File: config.mk
export PLATFORM = sky130hd
export DESIGN_NAME = pc_sequencer
export DESIGN_NICKNAME = d
export VERILOG_FILES = /design/src/rtl/pc_sequencer_pkg.sv /design/src/rtl/pc_sequencer_next_mux.sv /design/src/rtl/pc_sequencer.sv
export SDC_FILE = /design/constraint.sdc
export NUM_CORES = 1
export LEC_CHECK = 0
export ABC_AREA = 0
export BUFFER_PORTS_ARGS = -buffer_cell sky130_fd_sc_hd__clkbuf_2
export CAP_MARGIN = 20
export CORE_ASPECT_RATIO = 1.4
export CORE_MARGIN = 5
export CORE_UTILIZATION = 53
export CTS_CLUSTER_SIZE = 30
export DETAILED_ROUTE_END_ITERATION = 10
export PLACE_DENSITY = 0.89
export SLEW_MARGIN = 0
export SYNTH_ARGS = -nofsm -noshare
export SYNTH_HDL_FRONTEND = slang
export SYNTH_HIERARCHICAL = 1
export SYNTH_SLANG_ARGS = --single-unit
File: constraint.sdc
create_clock -name CLK -period 3.2 [get_ports CLK]
set_input_delay 0.64 -clock CLK [delete_from_list [all_inputs] [get_ports CLK]]
set_output_delay 0.64 -clock CLK [all_outputs]
set_load 0.02 [all_outputs]
File: src/rtl/pc_sequencer_pkg.sv
// Shared CPU package: sequencer state encoding, fetch timeout default,
// instruction size and an alignment helper.
package pc_sequencer_pkg;

  typedef enum logic [2:0] {
    ST_BOOT  = 3'd0,
    ST_FETCH = 3'd1,
    ST_HOLD  = 3'd2,
    ST_HALT  = 3'd3,
    ST_FAULT = 3'd4
  } state_e;

  localparam int          TIMEOUT_DEFAULT = 15;
  localparam logic [31:0] INSTR_BYTES     = 32'd4;

  // Word-aligned fetch addresses only; low two bits must be zero.
  function automatic logic is_aligned(input logic [31:0] addr);
    return (addr[1:0] == 2'b00);
  endfunction

endpackage

File: src/rtl/pc_sequencer_next_mux.sv
// Next-PC selection: pending redirect, then jump, then branch, else PC+4.
// Also flags when the chosen redirect target is not word aligned.
module pc_next_mux
  import pc_sequencer_pkg::*;
(
  input  logic [31:0] pc_i,
  input  logic        pend_vld_i,
  input  logic [31:0] pend_tgt_i,
  input  logic        jump_valid_i,
  input  logic [31:0] jump_target_i,
  input  logic        branch_valid_i,
  input  logic [31:0] branch_target_i,
  output logic [31:0] next_pc_o,
  output logic        redirect_o,
  output logic        misaligned_o
);

  logic [31:0] tgt;

  // Priority select; sequential fall-through wraps modulo 2^32 by width.
  always_comb begin
    tgt        = pc_i + INSTR_BYTES;
    redirect_o = 1'b1;
    if (pend_vld_i) begin
      tgt = pend_tgt_i;
    end else if (jump_valid_i) begin
      tgt = jump_target_i;
    end else if (branch_valid_i) begin
      tgt = branch_target_i;
    end else begin
      redirect_o = 1'b0;
    end
    next_pc_o    = tgt;
    misaligned_o = redirect_o && !is_aligned(tgt);
  end

endmodule

File: src/rtl/pc_sequencer.sv
// Program-counter sequencer: boots from startPC, issues one fetch per ack,
// applies jump/branch redirects, stalls in HOLD, and parks in HALT or FAULT
// until reset.
module pc_sequencer
  import pc_sequencer_pkg::*;
#(
  parameter int TIMEOUT = TIMEOUT_DEFAULT
) (
  input  logic        CLK,
  input  logic        MasterReset,
  input  logic [31:0] startPC,
  input  logic        stall,
  input  logic        jump_valid,
  input  logic [31:0] jump_target,
  input  logic        branch_valid,
  input  logic [31:0] branch_target,
  input  logic        halt_req,
  input  logic        fetch_ack,
  output logic [31:0] PC,
  output logic        fetch_req,
  output logic        pc_valid,
  output logic        halted,
  output logic        fault
);

  localparam int CW = $clog2(TIMEOUT + 1);
  localparam logic [CW-1:0] TMO_LAST = CW'(TIMEOUT - 1);

  state_e        state_q, state_d;
  logic [31:0]   pc_q, pc_d;
  logic          pend_vld_q, pend_vld_d;
  logic [31:0]   pend_tgt_q, pend_tgt_d;
  logic [CW-1:0] tmo_q, tmo_d;
  logic          pc_valid_d;
  logic          fetch_req_q, pc_valid_q, halted_q, fault_q;

  logic [31:0]   mux_next;
  logic          mux_redirect;
  logic          mux_misaligned;

  // Pending is only ever set while fetching, so HOLD sees plain jump/branch.
  pc_next_mux u_next_mux (
    .pc_i            (pc_q),
    .pend_vld_i      (pend_vld_q),
    .pend_tgt_i      (pend_tgt_q),
    .jump_valid_i    (jump_valid),
    .jump_target_i   (jump_target),
    .branch_valid_i  (branch_valid),
    .branch_target_i (branch_target),
    .next_pc_o       (mux_next),
    .redirect_o      (mux_redirect),
    .misaligned_o    (mux_misaligned)
  );

  // Next-state, next-PC, pending-redirect and timeout logic.
  always_comb begin
    state_d    = state_q;
    pc_d       = pc_q;
    pend_vld_d = pend_vld_q;
    pend_tgt_d = pend_tgt_q;
    tmo_d      = tmo_q;
    pc_valid_d = 1'b0;

    unique case (state_q)
      ST_BOOT: begin
        pc_d       = startPC;
        pend_vld_d = 1'b0;
        tmo_d      = '0;
        state_d    = is_aligned(startPC) ? ST_FETCH : ST_FAULT;
      end

      ST_FETCH: begin
        if (fetch_ack) begin
          // The acked fetch always reports completion, even if it then faults.
          pc_valid_d = 1'b1;
          pend_vld_d = 1'b0;
          tmo_d      = '0;
          if (mux_misaligned) begin
            state_d = ST_FAULT;
          end else begin
            pc_d = mux_next;
            if (halt_req)   state_d = ST_HALT;
            else if (stall) state_d = ST_HOLD;
            else            state_d = ST_FETCH;
          end
        end else if (tmo_q == TMO_LAST) begin
          state_d    = ST_FAULT;
          pend_vld_d = 1'b0;
          tmo_d      = '0;
        end else if (halt_req) begin
          state_d    = ST_HALT;
          pend_vld_d = 1'b0;
          tmo_d      = '0;
        end else begin
          tmo_d = tmo_q + 1'b1;
          // Latest redirect wins; jump outranks branch within a cycle.
          if (jump_valid || branch_valid) begin
            pend_vld_d = 1'b1;
            pend_tgt_d = jump_valid ? jump_target : branch_target;
          end
        end
      end

      ST_HOLD: begin
        if (mux_misaligned) begin
          state_d = ST_FAULT;
        end else if (halt_req) begin
          state_d = ST_HALT;
        end else begin
          if (mux_redirect) pc_d = mux_next;
          if (!stall) state_d = ST_FETCH;
        end
      end

      ST_HALT:  state_d = ST_HALT;
      ST_FAULT: state_d = ST_FAULT;

      default: state_d = ST_FAULT;
    endcase
  end

  // State, PC and registered status outputs; reset dominates everything.
  always_ff @(posedge CLK) begin
    if (MasterReset) begin
      state_q     <= ST_BOOT;
      pc_q        <= '0;
      pend_vld_q  <= 1'b0;
      pend_tgt_q  <= '0;
      tmo_q       <= '0;
      fetch_req_q <= 1'b0;
      pc_valid_q  <= 1'b0;
      halted_q    <= 1'b0;
      fault_q     <= 1'b0;
    end else begin
      state_q     <= state_d;
      pc_q        <= pc_d;
      pend_vld_q  <= pend_vld_d;
      pend_tgt_q  <= pend_tgt_d;
      tmo_q       <= tmo_d;
      fetch_req_q <= (state_d == ST_FETCH);
      pc_valid_q  <= pc_valid_d;
      halted_q    <= (state_d == ST_HALT);
      fault_q     <= (state_d == ST_FAULT);
    end
  end

  assign PC        = pc_q;
  assign fetch_req = fetch_req_q;
  assign pc_valid  = pc_valid_q;
  assign halted    = halted_q;
  assign fault     = fault_q;

endmodule

==> results of run 1 <==
-- final cells by class --
| cell class | instances | area, sq um | area share |
|---|---|---|---|
| multi-input cells | 465 | 3270 | 0.537 |
| inverters | 7 | 26.3 | 0.00431 |
| flip-flops and latches | 76 | 1520 | 0.250 |
| well taps | 110 | 138 | 0.0226 |
| clock buffers | 13 | 250 | 0.0411 |
| clock inverters | 2 | 35.0 | 0.00575 |
| repair buffers | 152 | 850 | 0.139 |
-- logic make-up after synthesis --
family / count (synthesis) / share of synthesized area
adders and majority gates: 3 / 0.00741
DFF: 76 / 0.300
xor gates and xnor gates: 28 / 0.0484
buffers and inverters: 58 / 0.0546
AOI/OAI and AO/OA: 174 / 0.263
muxes: 71 / 0.141
and+or+nand+nor: 189 / 0.185
-- layer usage --
metal / up-vias / global-route usage
li1: 2458 / -
met1: 2471 / 0.317
met2: 279 / 0.481
met3: 52 / 0.0412
met4: 0 / 0.153
met5: - / 0
-- sequential cells by signal, summed over array words and instances, names as in the netlist --
| register | cells |
|---|---|
| fault | 1 |
| tmo_q | 4 |
| fetch_req | 1 |
| PC | 32 |
| pend_vld_q | 1 |
| halted | 1 |
| state_q | 3 |
| pend_tgt_q | 32 |
| pc_valid | 1 |
-- worst paths after layout --
check,startpoint,to,cells after the start
worst min register to register,pend_tgt_q[8],pend_tgt_q[8],2
worst min-delay path,pend_tgt_q[8],pend_tgt_q[8],2
worst max register to register,pend_vld_q,PC[14],8
worst max-delay path,jump_valid,fetch_req,8
-- tightest hold or removal path: cells and delay by family (launching register included) --
family	cells	cell delay, ns
flops	1	0.31
simple gates	1	0.09
compound gates	1	0.05
-- synthesized netlist by cell type, types with 3 or more instances --
master / instances
sky130_fd_sc_hd__o21bai_1: 3
sky130_fd_sc_hd__dfxtp_1: 76
sky130_fd_sc_hd__buf_2: 14
sky130_fd_sc_hd__o22ai_1: 8
sky130_fd_sc_hd__nor2_1: 87
sky130_fd_sc_hd__a31oi_1: 3
sky130_fd_sc_hd__mux2i_1: 68
sky130_fd_sc_hd__a211oi_1: 37
sky130_fd_sc_hd__inv_1: 6
sky130_fd_sc_hd__clkbuf_1: 29
sky130_fd_sc_hd__nor2b_1: 7
sky130_fd_sc_hd__xor2_1: 15
sky130_fd_sc_hd__a21oi_1: 36
sky130_fd_sc_hd__o21ai_0: 17
sky130_fd_sc_hd__ha_1: 3
sky130_fd_sc_hd__mux2_2: 3
sky130_fd_sc_hd__and3_1: 8
sky130_fd_sc_hd__buf_6: 4
sky130_fd_sc_hd__and4_1: 5
sky130_fd_sc_hd__nand4_1: 13
sky130_fd_sc_hd__buf_4: 3
sky130_fd_sc_hd__a211oi_2: 28
sky130_fd_sc_hd__nand2_1: 39
sky130_fd_sc_hd__nand3_1: 6
sky130_fd_sc_hd__xnor2_1: 13
sky130_fd_sc_hd__o221ai_1: 14
sky130_fd_sc_hd__a22oi_1: 17
sky130_fd_sc_hd__nor3_1: 3
-- where the power goes --
| group | switching, mW | internal, mW |
|---|---|---|
| combinational | 0.321 | 0.226 |
| clock | 0.379 | 0.621 |
| sequential | 0.0743 | 0.991 |
| total | 0.774 | 1.84 |
==> key figures, run 1 <==
Detailed routing
  • First-pass detailed-route iteration total: 7
  • Number of design-rule violations left by the first detailed-router iteration: about 400
  • Detailed-route wire length per cell: 19.3 um
  • Routed WL: 15900 um
  • Wire length on met1: 5980 um
  • Number of routed nets with antenna violations: 0
  • Highest signal layer in the routed design: met4
  • Met2 layer wire length in the routed design: 8130 um
  • Vias: 5260
  • Via density per instance: 6.38
  • Met3 routed WL: roughly 1100 um
  • DRC violation count after routing: 0

Global route
  • Antenna violations before repair: 0
  • Final global-route overflow total: 0
  • GRT Overall Usage: 0.275
  • Maximum number of pins on one net before global-route repair: 49
  • Number of global-route vias before repair: 5276
  • Global-route wire length before repair: 25700 um

Floorplan
  • Number of ports placed on the die boundary: 139
  • Die Span X: 92.6 um
  • Rows: 42
  • Initial core utilization: 0.538
  • Floorplan die area: 0.0116 sq mm
  • Die height: 126 um
  • Core region area: 0.00941 sq mm

Power
  • Worst ir drop on vdd: approximately 0.31 mV
  • Power per cell area: 428 mW/mm^2
  • Lkg Pwr: roughly 2.7 nW
  • Final total power: roughly 2.6 mW

Timing
  • Worst Max-Slew Pin Slew: slightly above 0.8 ns
  • Final clock period utilization by the worst path: 0.808
  • Final-report setup violation count: 0
  • Number of slew-limit violations in the final report: 0
  • Unrepaired setup endpoints after global routing: false
  • Largest clock skew in the final design: 0.00729 ns
  • Sum Neg Setup Slack: 0 ns
  • Setup slack after layout: ~0.6 ns
  • Number of hold-slack violations in the final timing report: 0
  • Minimum clock period after layout: roughly 2.6 ns
  • Worst hold slack: 0.499 ns
  • Worst-case headroom to the max-slew limit: 0.449
  • Highest clock rate: 387 MHz

Cells and area
  • Nets: 817
  • Number of standard cells in the final layout excluding fillers: 825
  • Final cell utilization of the core: 0.648
  • Most common cell after layout, fill and taps aside: sky130_fd_sc_hd__clkbuf_2
  • Number of inserted diodes: 0
  • Fraction of final layout cells sized beyond drive strength 1: 0.287
  • Most frequent cells in the layout: 136 x sky130_fd_sc_hd__clkbuf_2, 87 x sky130_fd_sc_hd__nor2_1, 75 x sky130_fd_sc_hd__dfxtp_1
  • Synth-to-Final Area Change: 20.4%
  • Design Area, Final: 0.00610 sq mm
  • FILL cells: 754

Flow run
  • Number of maximum-capacitance constraint violations: 0

Setup path
  • Cell occurring most often along the worst timing path: sky130_fd_sc_hd__nor2_1
  • Critical-path top delay cell: sky130_fd_sc_hd__buf_4
  • R2r setup slk: around 0.79 ns
  • Kind of cell adding the most delay to the critical path: simple AND/OR/NAND/NOR gates
  • Critical path data required time: 3.42 ns
  • Crit-path cells: buf_2 > buf_4 > nor2_1 > nor2_1 > nor2b_1 > a32o_1 > a31oi_1 > nor3b_1
  • Slowest stage delay, CP: 0.52 ns
  • Maximum fanout along the worst path: between 40 and 50
  • Type of destination of the critical path: flip-flop
  • Buffer and inverter count on the worst path: 2
  • Startpoint-to-endpoint class of the critical path: input pin to flip-flop
  • Launching element type of the critical path: input pin
  • Data arrival time of the critical path: 2.81 ns

CTS
  • Number of buffers inserted for hold repair after clock tree synthesis: 0
  • Post-CTS sizing: 0
  • Clock tree from TritonCTS: built
  • Total number of clock tree sinks: 76
  • Clk slew on worst S/H paths: 0.05 ns
  • Clock buffers created by TritonCTS: 9
  • Number of levels the H-tree was split into: 3
  • Setup Buffers After CTS: 0
  • Number of buffers on the longest clock path: 2
  • Library cell used as clock root buffer: sky130_fd_sc_hd__clkbuf_16
  • Clock latency at the later pin of the worst-skew pair: roughly 0.33 ns

Place
  • Routability congestion estimate: 0.941
  • Detailed Place HPWL: 11500 um
  • Number of placed instances, taps included: approximately 810
  • IO Port Bufs: 138
  • Worst slack at placement: roughly 0.17 ns
  • Cell Area, Placed: 0.00580 sq mm

Synthesis
  • Synth Warn #: 6
  • Sequential-to-total area share from yosys stat: 0.300
  • Most area-hungry cell type in the Yosys netlist: sky130_fd_sc_hd__dfxtp_1
  • Count of flip-flops with a built-in enable after synthesis: 0
  • Number of nets produced by synthesis: 705
  • Prevailing post-synth register cell: sky130_fd_sc_hd__dfxtp_1
  • Top cell type's share of synthesized area: 0.300
  • Total of flip-flops plus latches after synthesis: 76
  • Cells taking the most area after synthesis: sky130_fd_sc_hd__dfxtp_1 30%, sky130_fd_sc_hd__mux2i_1 13%, sky130_fd_sc_hd__a211oi_2 6.9%
  • Synthesized instance count: 599
  • Avg Cell Area, Syn: roughly 8.5 sq um
  • Cell area after synthesis: 0.00506 sq mm
  • Yosys cell types: 56
  • Async set-reset flop share out of synthesis: 0

Worst hold path
  • Class of the worst hold path: flip-flop to flip-flop

Status
  • Result of the run: completed
No activity file was read; power rests on OpenSTA's default activity.
==> run 2: changes to the inputs <==
--- a/config.mk
+++ b/config.mk
@@ -10,10 +10,10 @@
 export CAP_MARGIN = 20
 export CORE_ASPECT_RATIO = 1.4
 export CORE_MARGIN = 5
-export CORE_UTILIZATION = 53
+export CORE_UTILIZATION = 48
 export CTS_CLUSTER_SIZE = 30
 export DETAILED_ROUTE_END_ITERATION = 10
-export PLACE_DENSITY = 0.89
+export PLACE_DENSITY = 0.85
 export SLEW_MARGIN = 0
 export SYNTH_ARGS = -nofsm -noshare
 export SYNTH_HDL_FRONTEND = slang
==> constraint.sdc (replaced) <==
create_clock -name CLK -period 2.33 [get_ports CLK]
set_input_delay 0.466 -clock CLK [delete_from_list [all_inputs] [get_ports CLK]]
set_output_delay 0.466 -clock CLK [all_outputs]
set_load 0.02 [all_outputs]
==> key figures, run 2 (synthesis gave the netlist of run 1 again) <==
Power
  • Combinational group share of total power: 0.245
  • Power per cell area: 566 mW/mm^2
  • Worst ir drop on vdd: 0.335 mV
  • Switching power share of the total: 0.307
  • Power share of the sequential group: 0.389
  • Fraction of power consumed by the clock network: 0.367
  • NetSw: 1.15 mW
  • Cell Int Power: 2.59 mW
  • Lkg Pwr: 2.91 nW

Global route
  • Final global-route overflow total: 0
  • Maximum number of pins on one net before global-route repair: 52
  • GRT met3 Usage: 0.0530
  • Grt met2 use: 0.429
  • Most Crowded Layer GR: met2
  • GRT Overall Usage: 0.243
  • Antenna violations before repair: 0
  • Global-route wire length before repair: 25500 um
  • GRT met1 Usage: 0.262
  • Number of global-route vias before repair: 5272

Cells and area
  • Most frequent cells in the layout: 135 x sky130_fd_sc_hd__clkbuf_2, 84 x sky130_fd_sc_hd__nor2_1, 74 x sky130_fd_sc_hd__dfxtp_1
  • Fraction of final layout cells sized beyond drive strength 1: 0.344
  • Synth-to-Final Area Change: 30.3%
  • Nets: 847
  • Most common cell after layout, fill and taps aside: sky130_fd_sc_hd__clkbuf_2
  • Number of inserted diodes: 0

CTS
  • Number of buffers on the longest clock path: 2
  • Clock latency at the later pin of the worst-skew pair: ~0.35 ns
  • Library cell used as clock root buffer: sky130_fd_sc_hd__clkbuf_16
  • Clk slew on worst S/H paths: 0.06 ns
  • Clock buffers created by TritonCTS: 9
  • Total number of clock tree sinks: 76
  • Number of levels the H-tree was split into: 3
  • Clock tree from TritonCTS: built

Timing
  • Setup slack after layout: -0.0256 ns
  • Largest clock skew in the final design: just under 0.01 ns
  • Worst hold slack: 0.402 ns
  • Highest clock rate: 425 MHz
  • Minimum clock period after layout: 2.36 ns
  • Worst-case headroom to the max-slew limit: 0.313
  • Worst Max-Slew Pin Slew: 1.03 ns
  • Final clock period utilization by the worst path: 1.01
  • Number of slew-limit violations in the final report: 0
  • Final-report setup violation count: 1
  • Number of hold-slack violations in the final timing report: 0

Floorplan
  • Rows: 44
  • Die Span X: 96.8 um
  • Core region area: 0.0103 sq mm
  • Floorplan die area: 0.0127 sq mm
  • Number of ports placed on the die boundary: 139
  • Initial core utilization: 0.489
  • Die height: 132 um

Setup path
  • Launching element type of the critical path: flip-flop
  • Type of destination of the critical path: flip-flop
  • Kind of cell adding the most delay to the critical path: compound AO/OA/AOI/OAI gates
  • Crit-path cells: mux2_2 > mux2i_1 > o21ai_1 > nor2_2 > nor2_4 > nor4b_2 > o22a_2 > buf_12 > clkbuf_16 > nor2_1 > a211oi_1
  • Maximum fanout along the worst path: 6
  • Data arrival time of the critical path: 2.60 ns
  • Startpoint-to-endpoint class of the critical path: flip-flop to flip-flop
  • Slowest stage delay, CP: 0.34 ns
  • Critical-path top delay cell: sky130_fd_sc_hd__dfxtp_1
  • Critical path data required time: 2.58 ns
  • Buffer and inverter count on the worst path: 2

Detailed routing
  • Routed WL: 17300 um
  • Vias: 5462
  • First-pass detailed-route iteration total: 7
  • Number of design-rule violations left by the first detailed-router iteration: 361
  • Detailed-route wire length per cell: 19.6 um
  • Number of routed nets with antenna violations: 0
  • DRC violation count after routing: 0
  • Via density per instance: 6.19

Place
  • Detailed Place HPWL: approximately 12000 um
  • IO Port Bufs: about 140
  • Routability congestion estimate: 0.880
  • Worst slack at placement: -0.256 ns

Flow run
  • Number of maximum-capacitance constraint violations: 0

Status
  • Violations in the final reports: setup timing
  • Result of the run: finished, violations left

Worst hold path
  • Class of the worst hold path: input pin to flip-flop
==> run 2: area by class of cell <==
class | count | area (sq um)
sequential | 76 | 1520
multi-input combinational | 465 | 3380
tap | 138 | 173
timing repair buffer | 182 | 1210
clock inverter | 5 | 53.8
inverter | 7 | 26.3
fill | 883 | 3750
clock buffer | 10 | 229
==> run 2: power by group through the flow <==
stage | logic (mW) | registers, mW | clock network [mW]
after floorplan | 0.417 | 1.53 | 0
after global placement | 0.750 | 1.47 | 0
after detailed placement | 0.774 | 1.48 | 0
after CTS | 0.779 | 1.45 | 1.38
after global routing | 0.978 | 1.46 | 1.44
final | 0.914 | 1.45 | 1.37
==> run 2: metal layers <==
layer | vias up | part of all wire
li1 | 2512 | -
met1 | 2543 | 0.35
met2 | 320 | 0.50
met3 | 87 | 0.079
met4 | 0 | 0.063
met5 | - | 0
==> run 2: metrics by stage <==
stage	util	std cells	TNS (ns)	power (mW)	area (sq um)
finish	0.638	883	-0.0256	3.73	6600
CTS	0.608	870	0	3.60	6290
floorplan	-	599	0	1.94	5100
global placement	0.580	855	-3.47	2.22	6010
global route	0.638	883	-0.425	3.88	6600
detailed placement	0.580	855	-6.50	2.25	6010
==> run 2: path summary, 6_finish.rpt <==
kind / start / end / slack (ns) / cells past startpoint
worst max-delay path: PC[0] / PC[23] / -0.03 / 11
worst min-delay path: MasterReset / halted / 0.40 / 2
worst max register to register: PC[0] / PC[23] / -0.03 / 11
worst min register to register: pend_tgt_q[9] / pend_tgt_q[9] / 0.51 / 2
==> run 2: repair_timing <==
| action | 4_1_cts | 5_1_grt |
|---|---|---|
| hold buffers | 0 | 0 |
| gates resized for setup | 0 | 26 |
| endpoints found under the setup margin | 0 | 34 |
| buffers inserted | 0 | 6 |
==> run 3: changes to the inputs <==
--- a/config.mk
+++ b/config.mk
@@ -17,5 +17,4 @@
 export SLEW_MARGIN = 0
 export SYNTH_ARGS = -nofsm -noshare
 export SYNTH_HDL_FRONTEND = slang
-export SYNTH_HIERARCHICAL = 1
 export SYNTH_SLANG_ARGS = --single-unit
==> constraint.sdc (replaced) <==
create_clock -name CLK -period 2.33 [get_ports CLK]
set_input_delay 0.233 -clock CLK [delete_from_list [all_inputs] [get_ports CLK]]
set_output_delay 0.233 -clock CLK [all_outputs]
set_load 0.02 [all_outputs]
==> key figures, run 3 <==
Status
  • Result of the run: completed

Global route
  • Final global-route overflow total: 0
  • Global-route wire length before repair: about 27000 um
  • Number of global-route vias before repair: 5533
  • Antenna violations before repair: 0
  • GRT Overall Usage: 0.273
  • Maximum number of pins on one net before global-route repair: 47

Synthesis
  • Post-synthesis share of cell area spent on full adders, half adders and majority gates: 0.00748
  • Number of nets produced by synthesis: 757
  • Yosys cell types: 63
  • Most instantiated library cell after synthesis: sky130_fd_sc_hd__dfxtp_1
  • Top cell type's share of synthesized area: 0.303
  • Cells taking the most area after synthesis: sky130_fd_sc_hd__dfxtp_1 30%, sky130_fd_sc_hd__mux2i_1 7.2%, sky130_fd_sc_hd__nor2_1 5.6%
  • Simple-gate area share of the yosys netlist: 0.239
  • Synth Warn #: 0
  • Cell types with the highest counts after synthesis: 76 x sky130_fd_sc_hd__dfxtp_1, 75 x sky130_fd_sc_hd__nor2_1, 53 x sky130_fd_sc_hd__a21oi_1
  • Avg Cell Area, Syn: 7.71 sq um
  • Multiplexer share of the synthesized area: 0.0763
  • Prevailing post-synth register cell: sky130_fd_sc_hd__dfxtp_1
  • Total of flip-flops plus latches after synthesis: 76
  • Sequential-to-total area share from yosys stat: 0.303
  • Most area-hungry cell type in the Yosys netlist: sky130_fd_sc_hd__dfxtp_1
  • Dominant combinational cell family by area after synthesis: compound AO/OA/AOI/OAI gates
  • Synthesized-area fraction occupied by ao, oa, aoi and oai cells: 0.289
  • Synth Area in XOR/XNOR: 0.0279
  • Count of flip-flops with a built-in enable after synthesis: 0
  • Synthesized instance count: between 600 and 700
  • Async set-reset flop share out of synthesis: 0
  • Cell area after synthesis: ~0.0050 sq mm

Cells and area
  • Nets: 900
  • Most common cell after layout, fill and taps aside: sky130_fd_sc_hd__clkbuf_2
  • Number of inserted diodes: 0
  • Design Area, Final: 0.00643 sq mm
  • Number of standard cells in the final layout excluding fillers: 936
  • Fraction of final layout cells sized beyond drive strength 1: 0.286
  • Final cell utilization of the core: 0.625
  • Synth-to-Final Area Change: 28.2%
  • Most frequent cells in the layout: 137 x sky130_fd_sc_hd__clkbuf_2, 75 x sky130_fd_sc_hd__dfxtp_1, 74 x sky130_fd_sc_hd__nor2_1

Setup path
  • Launching element type of the critical path: flip-flop
  • Data arrival time of the critical path: 2.52 ns
  • Critical path data required time: 2.58 ns
  • Maximum fanout along the worst path: 5
  • Startpoint-to-endpoint class of the critical path: flip-flop to flip-flop
  • Type of destination of the critical path: flip-flop

Power
  • Switching power share of the total: 0.310
  • Worst ir drop on vdd: 0.434 mV
  • Fraction of power consumed by the clock network: 0.359
  • Combinational group share of total power: 0.245
  • Final total power: about 3.6 mW
  • Lkg Pwr: about 2.6 nW
  • Cell Int Power: 2.51 mW
  • Power share of the sequential group: 0.396
  • NetSw: 1.13 mW
  • Power per cell area: 566 mW/mm^2

Floorplan
  • Floorplan die area: 0.0126 sq mm
  • Initial core utilization: 0.487
  • Rows: 44
  • Die Span X: 96.4 um
  • Die height: 131 um
  • Core region area: roughly 0.01 sq mm
  • Number of ports placed on the die boundary: between 100 and 150

Detailed routing
  • Number of routed nets with antenna violations: 0
  • Detailed-route wire length per cell: around 19 um
  • Routed WL: 17400 um
  • Number of design-rule violations left by the first detailed-router iteration: 606
  • First-pass detailed-route iteration total: 5
  • DRC violation count after routing: 0
  • Via density per instance: 6.28
  • Vias: just under 6000

Place
  • Number of placed instances, taps included: approximately 920
  • Cell Area, Placed: 0.00609 sq mm
  • Routability congestion estimate: 0.896
  • IO Port Bufs: 138
  • Detailed Place HPWL: 12500 um

CTS
  • Clk slew on worst S/H paths: 0.06 ns
  • Number of buffers on the longest clock path: 2
  • Clock latency at the later pin of the worst-skew pair: 0.35 ns
  • Library cell used as clock root buffer: sky130_fd_sc_hd__clkbuf_16
  • Number of levels the H-tree was split into: 3
  • Number of buffers inserted for hold repair after clock tree synthesis: 0
  • Clock buffers created by TritonCTS: 9
  • Clock tree from TritonCTS: built
  • Total number of clock tree sinks: 76

Timing
  • Worst Max-Slew Pin Slew: between 1 and 1.5 ns
  • Sum Neg Setup Slack: 0 ns
  • Number of hold-slack violations in the final timing report: 0
  • Highest clock rate: about 440 MHz
  • Largest clock skew in the final design: 0.00395 ns
  • Final-report setup violation count: 0
  • Number of slew-limit violations in the final report: 0
  • Minimum clock period after layout: 2.26 ns
  • Worst-case headroom to the max-slew limit: 0.226
  • Final clock period utilization by the worst path: 0.972

Worst hold path
  • Class of the worst hold path: input pin to flip-flop

Flow run
  • Number of maximum-capacitance constraint violations: 0
run 3: routing by layer:
layer,vias up,GRT usage,part of all wire
met3,63,0.0556,0.085
met5,-,0,0
met2,335,0.447,0.49
li1,2759,-,-
met1,2723,0.327,0.38
met4,0,0.161,0.045
run 3: kinds of logic (layout without fill, tap and decap cells):
logic type	after synthesis	in the layout
simple gates	233	233
compound gates	215	215
flops	76	76
buf+inv	70	217
mux	38	38
xor+xnor	16	16
fa+ha+maj	3	3
run 3: critical path, stage by stage, from the launching register on:
cell                       delay [ns]
sky130_fd_sc_hd__dfxtp_1         0.33
sky130_fd_sc_hd__or2_2           0.33
sky130_fd_sc_hd__o221a_2         0.33
sky130_fd_sc_hd__nor4_1          0.32
sky130_fd_sc_hd__buf_4           0.19
sky130_fd_sc_hd__a211o_1         0.11
sky130_fd_sc_hd__buf_4           0.16
sky130_fd_sc_hd__nand2b_1        0.13
sky130_fd_sc_hd__o31ai_2         0.27
run 3: through the flow:
step           hold WS, ns  worst slack, ns
4_1_cts              0.177            0.113
3_3_place_gp         0.483           0.0965
6_report             0.171           0.0656
3_5_place_dp         0.488           0.0404
2_1_floorplan        0.404           0.0598
5_1_grt              0.206          -0.0437
run 3: repair_timing:
item	CTS	global route
resized for setup	0	7
buffers inserted	0	1
endpoints found under the setup margin	0	42
run 3: path summary, 6_finish.rpt:
kind                     from              to  slack [ns]  depth (start not counted)
max                pend_vld_q          PC[19]        0.07                          8
min reg2reg    pend_tgt_q[21]  pend_tgt_q[21]        0.49                          2
min          branch_target[3]   pend_tgt_q[3]        0.17                          3
max reg2reg        pend_vld_q          PC[19]        0.07                          8
run 3: area by class of cell:
class / count / area (sq um)
Timing Repair Buffer: 192 / 1170
Fill cell: 904 / 3860
Clock inverter: 2 / 10.0
Tap cell: 138 / 173
Multi-Input combinational cell: 505 / 3260
Inverter: 10 / 37.5
Clock buffer: 13 / 260
Sequential cell: 76 / 1520
run 3: power by group through the flow:
stage                     registers, mW  logic (mW)  clock network (mW)
after global placement             1.46       0.856                   0
after floorplan                    1.54       0.405                   0
after CTS                          1.44       0.871                1.31
after detailed placement           1.46       0.866                   0
after global routing               1.45       0.961                1.38
final                              1.44       0.890                1.31
